$ cat src/rtl/mem_port_arbiter_pkg.sv
// Shared definitions for the unified-memory port arbiter and the CPU top level.
package mem_port_arbiter_pkg;

    localparam int unsigned MAX_MEM_LATENCY = 4;
    localparam int unsigned CNT_W           = $clog2(MAX_MEM_LATENCY);

    typedef enum logic [1:0] {
        ARB_IDLE  = 2'd0,
        ARB_ISSUE = 2'd1,
        ARB_WAIT  = 2'd2,
        ARB_RESP  = 2'd3
    } arb_state_t;

    localparam logic [1:0] REQ_IF = 2'd0;
    localparam logic [1:0] REQ_D  = 2'd1;
    localparam logic [1:0] REQ_LD = 2'd2;

    // Grant attributes latched alongside the address and write data.
    typedef struct packed {
        logic [1:0] id;
        logic       we;
    } grant_t;

endpackage

$ cat src/rtl/mem_wait_counter.sv
// Read-latency down-counter: loaded in ISSUE, decremented in WAIT, flags zero.
module mem_wait_counter
    import mem_port_arbiter_pkg::*;
(
    input  logic             clock,
    input  logic             reset,
    input  logic             load,
    input  logic [CNT_W-1:0] load_val,
    input  logic             dec,
    output logic [CNT_W-1:0] count,
    output logic             done_c
);

    // Count register; never decrements past zero.
    always_ff @(posedge clock or posedge reset) begin
        if (reset) begin
            count <= '0;
        end else if (load) begin
            count <= load_val;
        end else if (dec && (count != '0)) begin
            count <= count - CNT_W'(1);
        end
    end

    assign done_c = (count == '0);

endmodule

$ cat src/rtl/mem_port_arbiter.sv
// Fixed-priority (ld > d > if) req/ack arbiter in front of a single-port memory.
module mem_port_arbiter
    import mem_port_arbiter_pkg::*;
#(
    parameter int unsigned ADDR_W      = 16,
    parameter int unsigned DATA_W      = 16,
    parameter int unsigned MEM_LATENCY = 1
) (
    input  logic              clock,
    input  logic              reset,
    input  logic              if_req,
    input  logic [ADDR_W-1:0] if_addr,
    output logic [DATA_W-1:0] if_rdata,
    output logic              if_ack,
    input  logic              d_req,
    input  logic              d_we,
    input  logic [ADDR_W-1:0] d_addr,
    input  logic [DATA_W-1:0] d_wdata,
    output logic [DATA_W-1:0] d_rdata,
    output logic              d_ack,
    input  logic              ld_req,
    input  logic [ADDR_W-1:0] ld_addr,
    input  logic [DATA_W-1:0] ld_wdata,
    output logic              ld_ack,
    output logic              mem_en,
    output logic              mem_we,
    output logic [ADDR_W-1:0] mem_addr,
    output logic [DATA_W-1:0] mem_wdata,
    input  logic [DATA_W-1:0] mem_rdata,
    output logic              stall,
    output logic              busy
);

    localparam logic [1:0] IDLE  = ARB_IDLE;
    localparam logic [1:0] ISSUE = ARB_ISSUE;
    localparam logic [1:0] WAIT  = ARB_WAIT;
    localparam logic [1:0] RESP  = ARB_RESP;

    logic [1:0]        state;
    logic [1:0]        state_nxt;
    grant_t            gnt;
    grant_t            sel;
    logic [ADDR_W-1:0] sel_addr;
    logic [DATA_W-1:0] sel_wdata;
    logic              any_req;
    logic [DATA_W-1:0] rd_data;
    logic              cnt_load;
    logic              cnt_dec;
    logic              cnt_done;
    logic [CNT_W-1:0]  cnt_value;

    assign any_req = if_req | d_req | ld_req;

    // Priority select of the requester that would win in IDLE.
    always_comb begin
        sel.id    = REQ_IF;
        sel.we    = 1'b0;
        sel_addr  = if_addr;
        sel_wdata = '0;
        if (ld_req) begin
            sel.id    = REQ_LD;
            sel.we    = 1'b1;
            sel_addr  = ld_addr;
            sel_wdata = ld_wdata;
        end else if (d_req) begin
            sel.id    = REQ_D;
            sel.we    = d_we;
            sel_addr  = d_addr;
            sel_wdata = d_wdata;
        end
    end

    // Next-state logic and counter controls.
    always_comb begin
        state_nxt = state;
        cnt_load  = 1'b0;
        cnt_dec   = 1'b0;
        case (state)
            IDLE: begin
                if (any_req) begin
                    state_nxt = ISSUE;
                end
            end
            ISSUE: begin
                if (gnt.we) begin
                    state_nxt = RESP;
                end else begin
                    state_nxt = WAIT;
                    cnt_load  = 1'b1;
                end
            end
            WAIT: begin
                if (cnt_done) begin
                    state_nxt = RESP;
                end else begin
                    cnt_dec = 1'b1;
                end
            end
            RESP: begin
                state_nxt = IDLE;
            end
            default: begin
                state_nxt = IDLE;
            end
        endcase
    end

    // State register.
    always_ff @(posedge clock or posedge reset) begin
        if (reset) begin
            state <= IDLE;
        end else begin
            state <= state_nxt;
        end
    end

    // Grant capture; the memory address/data ports are the latched values.
    always_ff @(posedge clock or posedge reset) begin
        if (reset) begin
            gnt       <= '0;
            mem_addr  <= '0;
            mem_wdata <= '0;
        end else if ((state == IDLE) && any_req) begin
            gnt       <= sel;
            mem_addr  <= sel_addr;
            mem_wdata <= sel_wdata;
        end
    end

    // Memory strobes and ack pulses, registered against the upcoming state.
    always_ff @(posedge clock or posedge reset) begin
        if (reset) begin
            mem_en <= 1'b0;
            mem_we <= 1'b0;
            if_ack <= 1'b0;
            d_ack  <= 1'b0;
            ld_ack <= 1'b0;
        end else begin
            mem_en <= (state_nxt == ISSUE);
            mem_we <= (state_nxt == ISSUE) && sel.we;
            if_ack <= (state_nxt == RESP) && (gnt.id == REQ_IF);
            d_ack  <= (state_nxt == RESP) && (gnt.id == REQ_D);
            ld_ack <= (state_nxt == RESP) && (gnt.id == REQ_LD);
        end
    end

    // Read register: captures memory data on the last WAIT cycle only.
    always_ff @(posedge clock or posedge reset) begin
        if (reset) begin
            rd_data <= '0;
        end else if ((state == WAIT) && cnt_done) begin
            rd_data <= mem_rdata;
        end
    end

    mem_wait_counter u_wait_counter (
        .clock    (clock),
        .reset    (reset),
        .load     (cnt_load),
        .load_val (CNT_W'(MEM_LATENCY - 1)),
        .dec      (cnt_dec),
        .count    (cnt_value),
        .done_c   (cnt_done)
    );

    assign if_rdata = rd_data;
    assign d_rdata  = rd_data;
    assign stall    = (if_req & ~if_ack) | (d_req & ~d_ack);
    assign busy     = (state != IDLE);

endmodule

$ cat config.mk
export PLATFORM = sky130hd
export DESIGN_NAME = mem_port_arbiter
export DESIGN_NICKNAME = d
export VERILOG_FILES = /design/src/rtl/mem_port_arbiter_pkg.sv /design/src/rtl/mem_wait_counter.sv /design/src/rtl/mem_port_arbiter.sv
export SDC_FILE = /design/constraint.sdc
export NUM_CORES = 1
export LEC_CHECK = 0
export ABC_AREA = 1
export CORE_MARGIN = 2
export CORE_UTILIZATION = 42
export DETAILED_ROUTE_END_ITERATION = 10
export PLACE_DENSITY = 0.85
export SYNTH_ARGS = -nofsm -noshare
export SYNTH_HDL_FRONTEND = slang
export SYNTH_SLANG_ARGS = --single-unit
$ cat constraint.sdc
create_clock -name clock -period 3.6 [get_ports clock]
set_input_delay 0.36 -clock clock [delete_from_list [all_inputs] [get_ports clock]]
set_output_delay 0.36 -clock clock [all_outputs]
set_load 0.02 [all_outputs]
Yosys cells after proc, flatten, opt, wreduce, memory -nomap -nowiden
Cells that the tools add are included.
{"block": "op_classes", "n_addsub": 1, "n_eq_ne": 7, "mux": 16, "bitwise": 7, "n_reduce_logical": 13}
{"cell": "2-to-1 mux 16 bit", "n": 4}
{"cell": "2-to-1 mux 2 bit", "n": 5}
{"cell": "== test 2 bit, second input constant", "n": 4}
{"cell": "case mux 2 bit (4 select lines)", "n": 1}
{"cell": "logical AND 1 bit", "n": 7}
{"cell": "== test 2 x 1 -> 1 bit, second input constant", "n": 3}
{"cell": "logical NOT 2 bit", "n": 3}
{"cell": "nonzero test 2 bit", "n": 3}
{"cell": "2-to-1 mux 1 bit", "n": 5}
{"cell": "2-to-1 mux 3 bit", "n": 1}
{"cell": "bitwise OR 1 bit", "n": 3}
{"cell": "bitwise AND 1 bit", "n": 2}
{"cell": "inverter 1 bit", "n": 2}
{"cell": "subtractor 2 x 1 -> 2 bit, second input constant", "n": 1}
{"block": "word_totals", "regBits": 60, "input_bits": 102, "output_inout_bits": 71, "word_cells": 56}

Longest topological paths before layout
{"block": "depth", "ltp_word": 6, "mapped_depth": 8, "depth_no_buf": 8}

By module
A second synthesis with hierarchy kept.
{"block": "hier_totals", "hier_cells": 472, "area_unflattened_um2": 3329.4}
{"mod": "mem_port_arbiter", "n_inst": 1, "cells_per_inst": 452, "area_per_inst_um2": 3198.1, "seq_area_each_um2": 1451.4}
{"mod": "mem_wait_counter", "n_inst": 1, "cells_per_inst": 20, "area_per_inst_um2": 131.4, "seq_area_each_um2": 50.0}

Least setup slack after synthesis
Ideal clock, no wire load.
{"block": "synth_timing", "kind": "flip-flop to flip-flop", "startpoint": "register state[0]", "endpoint": "register rd_data[0], in the netlist d_rdata[0]", "setup_time_ns": 0.125, "arrival_time_ns": 1.372, "required_ns": 3.475, "slack_ns": 2.104, "stages_incl_launch_ff": 6, "path_buffers": 1, "period_less_slack_ns": 1.496, "path_cell_list": "dfrtp_1 inv_1 ha_1 nand2_2 buf_2 mux2_2"}
{"block": "synth_between", "elab_chain_len": 2}
{"element": "from (decl)", "line_no": "mem_port_arbiter.sv:39", "text": "logic [1:0] state;"}
{"element": "from (signal assigned)", "line_no": "mem_port_arbiter.sv:113", "text": "state <= state_nxt;"}
{"element": "== test 2 bit", "line_no": "mem_port_arbiter.sv:151", "text": "end else if ((state == WAIT) && cnt_done) begin"}
{"element": "logical AND 1 bit", "line_no": "mem_port_arbiter.sv:151"}
{"element": "to (signal assigned)", "line_no": "mem_port_arbiter.sv:152", "text": "rd_data <= mem_rdata;"}
{"element": "to (decl)", "line_no": "mem_port_arbiter.sv:46", "text": "logic [DATA_W-1:0] rd_data;"}
Every way passes these cells.
A chain may end at the register's enable or synchronous reset.

Worst setup path after layout
{"block": "layout_timing", "startpoint": "input port d_req", "endpoint": "output port stall"}
{"block": "layout_between", "elab_chain_len": 2}
{"element": "from (decl)", "line_no": "mem_port_arbiter.sv:15", "text": "input logic d_req,"}
{"element": "bitwise AND 1 bit", "line_no": "mem_port_arbiter.sv:168", "text": "assign stall = (if_req & ~if_ack) | (d_req & ~d_ack);"}
{"element": "bitwise OR 1 bit", "line_no": "mem_port_arbiter.sv:168"}
{"element": "to (decl)", "line_no": "mem_port_arbiter.sv:30", "text": "output logic stall,"}
Every way passes these cells.

==> qor.yml <==
cts:
  post_cts_buffers: 0
  clk_latency_ps: 330
  cts.sinks: 60
  h-tree-depth: 3
  ctsResizeCount: 0
  cts_max_path_buffers: 2
  cts.root.buffer_cell: "sky130_fd_sc_hd__clkbuf_8"
  cts_hold_repair.buffers: 0
  clock_tree_from_tritoncts: "yes"
  total_clock_buffers_created_by_cts: 9
  cts_clock_pin_slew_for_the_worst_setup_and_hold_paths_ps: 70
floorplan:
  die_height_um: 90.8
  floorplan.die_area_um2: 8240
  start_util_pct: 43.4
  ioPinCount: 173
  num_rows: 31
  placeableCoreArea_um2: 7290
  floorplan.die.width_um: 90.8
power:
  powerDensity_nw_per_um2: 790
  power.sequential.fraction_pct: 29.6
  power.combinational.fraction_pct: 53.4
  worst_ir_drop_vdd_mv: 0.388
  power.net_switching_mw: 1.56
  pwr-share-clk_pct: 17.0
  post-layout-total-power_mw: 3.98
  static-leakage-power_nw: 2.50
  swShare_pct: 39.1
  internal_power_mw: 2.42
layout:
  num-nets-final: 667
  mostFrequentLayoutCells: "184 x sky130_fd_sc_hd__nand2_1, 172 x sky130_fd_sc_hd__clkdlybuf4s50_1, 60 x sky130_fd_sc_hd__dfrtp_1"
  diodes: 0
  layout-drive-gt1-share_pct: 7.62
  layout_commonest_cell: "sky130_fd_sc_hd__nand2_1"
  final_cell_area_um2: 5030
  area_delta_synth_final_pct: 59.1
critical_path:
  critPathLaunchType: "input port"
  crit-reg2reg-launch: "state[0]"
  cp_max_fanout: 26
  arrival_time_of_data_at_the_critical_path_endpoint_ps: 2170
  critical_path.startpoint: "d_req"
  critPathKind: "input port to primary output"
  critical_path_required_ps: 3240
  worst_setup_path_end_kind: "primary output"
worst_hold_path:
  worstHoldPathType: "flop to flop"
  timing.hold.worst.start: "mem_addr[7]"
outcome:
  run_status: "complete, no violations"
routing:
  detail_route.drc_violations: 0
  drt-vias-per-instance: 4.68
  drt_iter0_markers: 141
  wl_per_cell_um: 13.6
  route.antenna.remaining_nets: 0
  wl_um: 9010
  detailroute.via_count: 3104
  drt-pass1-iter-count: 4
sta:
  max_freq_mhz: 395
  setup-tns-final_ps: 0
  final.min_clock_period_ps: 2530
  grt_setup_unrepaired: "no"
  max_slew.worst_pin.slew_ps: 999
  setup_viol: 0
  clock_skew_ps: 6.77
  final_min_period_over_clock_period_pct: 70.3
  report.final.slew_viol_count: 0
  hold_violations: 0
  slew-limit-headroom_pct: 33.4
synth:
  cell_accounting_for_the_most_synthesized_area: "sky130_fd_sc_hd__dfrtp_1"
  mappedNetlistArea_um2: 3160
  ys_types: 21
  synth.ff_latch_count: 60
  synthTopCellsByArea: "sky130_fd_sc_hd__dfrtp_1 47%, sky130_fd_sc_hd__nand2_1 22%, sky130_fd_sc_hd__inv_1 5.8%, sky130_fd_sc_hd__nand3_1 5.7%, sky130_fd_sc_hd__mux2_2 5.7%"
  syn-num-nets: 512
  syn-mean-instance-area_um2: 7.81
  postSynthCellCount: 405
  synth_sequential_area_ratio_pct: 47.4
  synth.yosys.warnings: 0
  post-synth-top-area-fraction_pct: 47.4
global_route:
  global_route.overflow_total: 0
  grt_pass1_wl_um: 14700
  grt_max_degree: 50
  grtUsageTotal_pct: 22.3
  antenna_found_initial: 0
  number_of_global_route_vias_before_repair: 3090
place:
  detailedPlacementHpwl_um: 6810
  port_buffers: 172
  dpl_cell_area_um2: 4810
  gp_routability_congestion: 0.883
flow_run:
  max_capacitance_violation_count: 0
-- cells by family after synthesis --
family | after synthesis | synth area share (%)
compound gates | 10 | 1.82
fa+ha+maj | 5 | 1.98
buf+inv | 83 | 13.2
flops | 60 | 47.4
mux | 16 | 5.69
simple gates | 231 | 29.9
-- worst max-delay path, stage by stage --
cell and delay, ps:
sky130_fd_sc_hd__clkdlybuf4s50_1 450, sky130_fd_sc_hd__buf_4 300, sky130_fd_sc_hd__inv_2 230, sky130_fd_sc_hd__o22ai_1 170
sky130_fd_sc_hd__clkdlybuf4s50_1 650
-- power by group through the flow --
stage	Clock [mW]	Sequential [mW]	Combinational [mW]
floorplan	0	1.50	0.934
global placement	0	1.18	2.09
detailed placement	0	1.18	2.14
CTS	0.688	1.18	2.15
global route	0.721	1.22	2.27
finish	0.675	1.18	2.13
-- path summary, 6_finish.rpt --
| kind | to | slack (ps) | cells after the start |
|---|---|---|---|
| max reg2reg | gnt[2] | 1850 | 5 |
| max in group asynchronous | mem_wdata[10] | 2260 | 3 |
| min in group asynchronous | d_rdata[3] | 570 | 2 |
| min reg2reg | mem_addr[7] | 480 | 2 |
| min | mem_addr[7] | 480 | 2 |
| max | stall | 1070 | 5 |
-- state kept, by name (all words and copies together), names as in the netlist --
| name | count |
|---|---|
| d_rdata | 16 |
| mem_addr | 16 |
| mem_wdata | 16 |
| gnt | 3 |
| state | 2 |
| u_wait_counter.count | 2 |
| d_ack | 1 |
| if_ack | 1 |
| ld_ack | 1 |
| mem_en | 1 |
| mem_we | 1 |
-- final cells by class --
class,instances,area (um^2)
clock inverter,4,72.6
multi-input combinational,262,1240
tap,99,124
sequential,60,1500
fill,612,2260
timing repair buffer,175,1740
inverter,52,195
clock buffer,11,151
-- per-stage QoR --
step	setup slack [ps]	std cells	hold slack [ps]	util, %
5_1_grt	998	663	492	69.0
6_report	1070	663	483	69.0
3_3_place_gp	1080	648	464	66.0
2_1_floorplan	1760	405	474	-
4_1_cts	1060	663	487	69.0
3_5_place_dp	1060	648	469	66.0
-- per-layer routing --
layer	global-route usage, %	wire length [um]	share of wire, %	up-vias
li1	-	-	-	1519
met1	26.8	3600	40	1463
met2	39.7	4780	53	101
met3	3.59	382	4.2	21
met4	9.09	248	2.8	0
met5	0	0	0	-
-- synthesized netlist by cell type --
cell	instances
sky130_fd_sc_hd__nand2_1	184
sky130_fd_sc_hd__dfrtp_1	60
sky130_fd_sc_hd__inv_1	49
sky130_fd_sc_hd__nand3_1	36
sky130_fd_sc_hd__buf_4	20
sky130_fd_sc_hd__mux2_2	16
sky130_fd_sc_hd__buf_2	7
sky130_fd_sc_hd__nor2_1	6
sky130_fd_sc_hd__ha_1	5
sky130_fd_sc_hd__o21ai_0	5
sky130_fd_sc_hd__a21oi_1	3
sky130_fd_sc_hd__buf_6	3
sky130_fd_sc_hd__inv_2	2
sky130_fd_sc_hd__nand2_2	2
sky130_fd_sc_hd__clkbuf_1	1
sky130_fd_sc_hd__clkinv_1	1
sky130_fd_sc_hd__nand2_4	1
sky130_fd_sc_hd__nor2_4	1
sky130_fd_sc_hd__nor3_4	1
sky130_fd_sc_hd__o21bai_2	1
sky130_fd_sc_hd__o22ai_1	1
Note: power is estimated with default switching activity, not from simulation.
